$ cat src/rtl/mem_arbiter.sv
// mem_arbiter: N-way TX arbiter for memory_interface
// with an owner-tagged read-tracking FIFO that steers RX strobes.
module mem_arbiter #(
  parameter int NUM_CH = 3,
  parameter int IO_BITS = 2,
  parameter int CMD_BITS = 4,
  parameter logic [CMD_BITS-1:0] READ_CMD = '0,
  parameter int MAX_OUTSTANDING = 4,
  parameter int ARB_MODE = 0,
  localparam int OW = $clog2(NUM_CH),
  localparam int CW = $clog2(MAX_OUTSTANDING + 1)
) (
  input  logic                       clk,
  input  logic                       reset_n,
  input  logic [NUM_CH-1:0]          ch_cmd_valid,
  input  logic [NUM_CH*CMD_BITS-1:0] ch_cmd,
  input  logic [NUM_CH*IO_BITS-1:0]  ch_tx_data,
  input  logic [NUM_CH-1:0]          ch_reply_wanted,
  input  logic [NUM_CH-1:0]          ch_reserve,
  output logic                       tx_command_valid,
  output logic [CMD_BITS-1:0]        tx_command,
  output logic [IO_BITS-1:0]         tx_data,
  input  logic                       tx_command_started,
  input  logic                       tx_active,
  input  logic                       tx_data_next,
  input  logic                       tx_done,
  input  logic                       rx_started,
  input  logic                       rx_active,
  input  logic                       rx_sbs_valid,
  input  logic                       rx_data_valid,
  input  logic                       rx_done,
  output logic [NUM_CH-1:0]          ch_tx_started,
  output logic [NUM_CH-1:0]          ch_tx_active,
  output logic [NUM_CH-1:0]          ch_tx_data_next,
  output logic [NUM_CH-1:0]          ch_tx_done,
  output logic [NUM_CH-1:0]          ch_rx_started,
  output logic [NUM_CH-1:0]          ch_rx_active,
  output logic [NUM_CH-1:0]          ch_rx_sbs_valid,
  output logic [NUM_CH-1:0]          ch_rx_data_valid,
  output logic [NUM_CH-1:0]          ch_rx_done,
  output logic [OW-1:0]              tx_owner,
  output logic [CW-1:0]              outstanding,
  output logic                       full,
  output logic                       empty,
  output logic                       rx_unexpected
);

  localparam int PW = (MAX_OUTSTANDING > 1) ?
                      $clog2(MAX_OUTSTANDING) : 1;

  logic [OW-1:0]       owner_q;
  logic [OW-1:0]       rr_ptr;
  logic                reserve_q;
  logic [OW-1:0]       choice;
  logic [OW-1:0]       sel;
  logic [NUM_CH-1:0]   req;
  logic [CMD_BITS-1:0] sel_cmd;
  logic [IO_BITS-1:0]  sel_data;
  logic                is_read;
  logic                push;
  logic                pop;
  logic [PW-1:0]       wr_ptr;
  logic [PW-1:0]       rd_ptr;
  logic [CW-1:0]       count_q;
  logic                ent_valid [MAX_OUTSTANDING];
  logic [OW-1:0]       ent_id    [MAX_OUTSTANDING];
  logic                head_valid;
  logic [OW-1:0]       head_id;
  logic                head_live;

  assign req = ch_cmd_valid | ch_reserve;

  // Pick the next owner: sticky on reserve, else priority or round-robin.
  always_comb begin : pick
    int idx;
    choice = owner_q;
    idx = 0;
    if (!reserve_q) begin
      if (ARB_MODE == 0) begin
        for (int i = 0; i < NUM_CH; i++) begin
          if (req[i]) choice = OW'(i);
        end
      end else begin
        for (int k = NUM_CH - 1; k >= 0; k--) begin
          idx = (int'(rr_ptr) + k) % NUM_CH;
          if (req[idx]) choice = OW'(idx);
        end
      end
    end
  end

  assign sel = tx_active ? owner_q : choice;
  assign tx_owner = sel;

  // Route the selected requester's header and payload.
  always_comb begin
    sel_cmd = '0;
    sel_data = '0;
    for (int i = 0; i < NUM_CH; i++) begin
      if (sel == OW'(i)) begin
        sel_cmd = ch_cmd[i*CMD_BITS +: CMD_BITS];
        sel_data = ch_tx_data[i*IO_BITS +: IO_BITS];
      end
    end
  end

  assign tx_command = sel_cmd;
  assign tx_data = sel_data;
  assign is_read = (sel_cmd == READ_CMD);
  assign tx_command_valid = ch_cmd_valid[sel] && !(full && is_read);

  // Grant holder, round-robin pointer and reservation flag.
  always_ff @(posedge clk or negedge reset_n) begin
    if (!reset_n) begin
      owner_q <= '0;
      rr_ptr <= '0;
      reserve_q <= 1'b0;
    end else begin
      if (!tx_active) owner_q <= choice;
      if (tx_command_started) begin
        rr_ptr <= (sel == OW'(NUM_CH - 1)) ? '0 : sel + 1'b1;
      end
      if (tx_done && ch_reserve[owner_q]) begin
        reserve_q <= 1'b1;
      end else if (!tx_active && !ch_reserve[owner_q]) begin
        reserve_q <= 1'b0;
      end
    end
  end

  assign empty = (count_q == '0);
  assign full = (count_q == CW'(MAX_OUTSTANDING));
  assign outstanding = count_q;
  assign push = tx_command_started && is_read && !full;
  assign pop = rx_done && !empty;
  assign head_valid = ent_valid[rd_ptr];
  assign head_id = ent_id[rd_ptr];
  assign head_live = head_valid && !empty;

  // Read-tracking FIFO: one entry per read awaiting its response.
  always_ff @(posedge clk or negedge reset_n) begin
    if (!reset_n) begin
      wr_ptr <= '0;
      rd_ptr <= '0;
      count_q <= '0;
      for (int i = 0; i < MAX_OUTSTANDING; i++) begin
        ent_valid[i] <= 1'b0;
        ent_id[i] <= '0;
      end
    end else begin
      if (push) begin
        ent_valid[wr_ptr] <= ch_reply_wanted[sel];
        ent_id[wr_ptr] <= sel;
        wr_ptr <= (wr_ptr == PW'(MAX_OUTSTANDING - 1)) ?
                  '0 : wr_ptr + 1'b1;
      end
      if (pop) begin
        rd_ptr <= (rd_ptr == PW'(MAX_OUTSTANDING - 1)) ?
                  '0 : rd_ptr + 1'b1;
      end
      unique case ({push, pop})
        2'b10: count_q <= count_q + 1'b1;
        2'b01: count_q <= count_q - 1'b1;
        default: count_q <= count_q;
      endcase
    end
  end

  // One-hot strobe fan-out to the TX owner and the RX response owner.
  always_comb begin
    ch_tx_started = '0;
    ch_tx_active = '0;
    ch_tx_data_next = '0;
    ch_tx_done = '0;
    ch_rx_started = '0;
    ch_rx_active = '0;
    ch_rx_sbs_valid = '0;
    ch_rx_data_valid = '0;
    ch_rx_done = '0;
    for (int i = 0; i < NUM_CH; i++) begin
      if (reset_n && sel == OW'(i)) begin
        ch_tx_started[i] = tx_command_started;
        ch_tx_active[i] = tx_active;
        ch_tx_data_next[i] = tx_data_next;
        ch_tx_done[i] = tx_done;
      end
      if (reset_n && head_live && head_id == OW'(i)) begin
        ch_rx_started[i] = rx_started;
        ch_rx_active[i] = rx_active;
        ch_rx_sbs_valid[i] = rx_sbs_valid;
        ch_rx_data_valid[i] = rx_data_valid;
        ch_rx_done[i] = rx_done;
      end
    end
  end

  assign rx_unexpected = reset_n && rx_started && empty;

endmodule

$ cat config.mk
export PLATFORM = sky130hd
export DESIGN_NAME = mem_arbiter
export DESIGN_NICKNAME = d
export VERILOG_FILES = /design/src/rtl/mem_arbiter.sv
export SDC_FILE = /design/constraint.sdc
export NUM_CORES = 1
export LEC_CHECK = 0
export CORE_ASPECT_RATIO = 1.25
export CORE_MARGIN = 2
export CORE_UTILIZATION = 36
export CTS_CLUSTER_DIAMETER = 200
export DETAILED_ROUTE_END_ITERATION = 16
export GPL_TIMING_DRIVEN = 0
export PLACE_DENSITY = 0.83
export SYNTH_ARGS = -nofsm -noshare
export SYNTH_HDL_FRONTEND = slang
export SYNTH_SLANG_ARGS = --single-unit
$ cat constraint.sdc
create_clock -name clk -period 2.75 [get_ports clk]
set_clock_uncertainty 0.1 [all_clocks]
set_input_delay 0.4125 -clock clk [delete_from_list [all_inputs] [get_ports clk]]
set_output_delay 0.4125 -clock clk [all_outputs]
set_load 0.02 [all_outputs]
==> metrics <==
f_max 339.1 MHz; Ys Warns 0; layout cells sized above 1 about 28%; initial antenna violation count 0; H-tree depth 1; Worst-Skew Late Latency 0.26 ns; Starting Density a little under two fifths; Pleak about 1.4 nW; commonest non-fill, non-tap cell in the layout clkdlybuf4s50_1; initial DRC count 74; placed insts 291; Routed WL roughly 5.1 mm; RSZ-0062 raised after global routing true; post-layout util 66.58%; CTS tree done; clk sink count 22; wire per inst between 15 and 20 µm; All-Layer GR Usage approximately 20%; Critical Path RT between 2 and 2.5 ns; routed vias/inst 5.123; die area 4850 µm²; Critical Path Sink Type output pin; Worst path top cell family by delay buffers and inverters; total CTS buffers 3; fin crit period around 2.9 ns; number of nets still failing antenna checks after routing 0; area of the multi-input gates approximately 1000 µm²; synth top area cells dfrtp_1 (36%), mux2_1 (6.5%), and2_1 (6.1%); placed inst area 2432 µm²; Syn Area/Cell 9.937 µm²; final setup margin -0.1993 ns; pwr/cell area 921.6 nW/µm²; most common flop cell mapped by yosys dfrtp_1; drt first pass iters 4; Core Footprint 4099 µm²; share of the synthesized area in the top cell type 35.51%; Non-Filler Instances roughly 320; Worst-Margin Slew 0.5657 ns; critical path arrival 2.44 ns; CTS root buf clkbuf_8; Final Hold Fails 0; nets@finish between 300 and 400; synthesized area between 1500 and 2000 µm²; CTS max path bufs 2; worst-path maximum fanout 6; Crit path top cell by count buf_4; post-route cell area ~2700 µm²; #FFs+latches synth 22; Final Setup Violations 7; CP max stage cell dfrtp_2; CP cell instances nor2_4 > nand3b_1 > o311a_1 > buf_6 > a222oi_1 > buf_4 > nand4_4 > buf_4 > inv_1 > a21oi_1 > buf_2; share of synthesized registers carrying an async set or reset 100.0%; global-route wire length before repair 7.893 mm; clk slew on worst S/H paths roughly 0.070 ns; number of flops mapped to enable cells by yosys 0; Vias approximately 1600; Tcrit/Tclk final 107.2%; Netlist cell types a little over 40; Post-route DRC 0; status finished, violations left; post-synth top area cell dfrtp_1; max_slew headroom 62.29%; FF/Latch Area around 550 µm²; Die X-Extent about 63 µm; area grow syn2layout 76.03%; Max stage delay on crit path roughly 0.44 ns; pin count of the biggest net entering global routing 28; VDD IR-drop max between 0.0004 and 0.0005 V; Ports 80; hold buffers post-CTS 0; worst path bufs/invs 5; DPL Wire Length 3.474 mm; fill count approximately 320; failing checks setup timing; Worst setup SP type register; # port buffers just under 80; antenna fix cells 0; CP Class reg -> out; final max-slew violation count 0; commonest non-fill, non-tap cells in the layout clkdlybuf4s50_1 (37), dlygate4sd2_1 (23), buf_4 (23); die extent in y roughly 77 µm; row count 26; GRT overflow 0; sequential element share of the synthesized area 35.51%; Final Wtd Congestion a little under 0.9; Hold Crit Class in -> async; number of global-route vias before repair roughly 1700; Mapped Cells 156; syn_nets between 200 and 250; max-cap violations 0
## cell usage after synthesis (3+ instances only)
| master | count |
|---|---|
| mux4_2 | 3 |
| ha_1 | 6 |
| dfrtp_1 | 22 |
| nor2_1 | 7 |
| mux2_1 | 9 |
| inv_1 | 20 |
| and2_1 | 15 |
| and3_1 | 14 |
| mux2_2 | 5 |
| a21oi_1 | 4 |
| nor3_1 | 3 |
| nand2_1 | 3 |
| nor3_2 | 4 |
| a222oi_1 | 7 |
| clkbuf_1 | 3 |
## state kept, by name, indices dropped and copies added, names as in the netlist
name,cells
ent_id,8
outstanding,3
owner_q,2
rd_ptr,2
reserve_q,1
ent_valid,4
wr_ptr,2
## metrics by stage
step	worst slack, ns	hold WS (ns)	setup TNS [ns]	total power, W
floorplan	-0.2340	0.01691	-0.4507	0.001442
global placement	-1.119	0.3641	-38.72	0.001939
detailed placement	-1.187	0.3751	-40.63	0.001981
CTS	-0.08715	0.05140	-0.1400	0.002413
global route	-0.3605	0.07690	-3.040	0.002699
finish	-0.1993	0.04561	-0.5192	0.002515
## logic make-up after synthesis
group / after synthesis / synth area share, %
AOI/OAI and AO/OA: 22 / 11.14
and+or+nand+nor: 59 / 23.81
buffers and inverters: 24 / 5.891
adders and majority gates: 7 / 6.134
muxes: 19 / 15.82
DFF: 22 / 35.51
xor gates and xnor gates: 3 / 1.695
## repair_timing
| action | in CTS | in global routing |
|---|---|---|
| pin swaps | 19 | 10 |
| endpoints found under the setup margin | 54 | 26 |
| setup buffers | 17 | 6 |
| cloned | 1 | 0 |
| gates resized for setup | 84 | 22 |
| hold endpoints to repair | 0 | 0 |
## worst paths after layout
| check | startpoint | endpoint | slack [ns] | depth (start not counted) |
|---|---|---|---|---|
| max in group asynchronous | reset_n | owner_q[0] | 2.10 | 1 |
| setup reg to reg | reserve_q | outstanding[2] | -0.15 | 15 |
| hold reg to reg | ent_id[6] | ent_id[6] | 0.38 | 1 |
| min in group clk | ent_id[6] | ent_id[6] | 0.38 | 1 |
| hold / removal | reset_n | ent_id[6] | 0.05 | 1 |
| setup / recovery | reserve_q | tx_command_valid | -0.20 | 11 |
## routing by layer
layer  up-vias  share of wire (%)  GRT usage (%)
li1        775                  -              -
met1       788                 38          22.33
met2        60                 54          38.82
met3         6                6.1          3.478
met4         0                1.3          4.667
met5         -                  0              0
## final cells by class
cell class | count | share of cell area (%)
multi-input cells | 110 | 37.60
clock buffers | 3 | 1.513
repair buffers | 103 | 33.70
plain buffers | 4 | 1.559
inverters | 20 | 2.751
well taps | 56 | 2.568
flip-flops and latches | 22 | 20.31
## report_power, final
group	leakage, nW	switching (W)	internal, W
Sequential	0.272	0.000130	0.000481
Combinational	1.15	0.000862	0.000851
Clock	0.0216	0.0000929	0.0000975
Total	1.44	0.00109	0.00143
(Power assumes the default switching activity.)
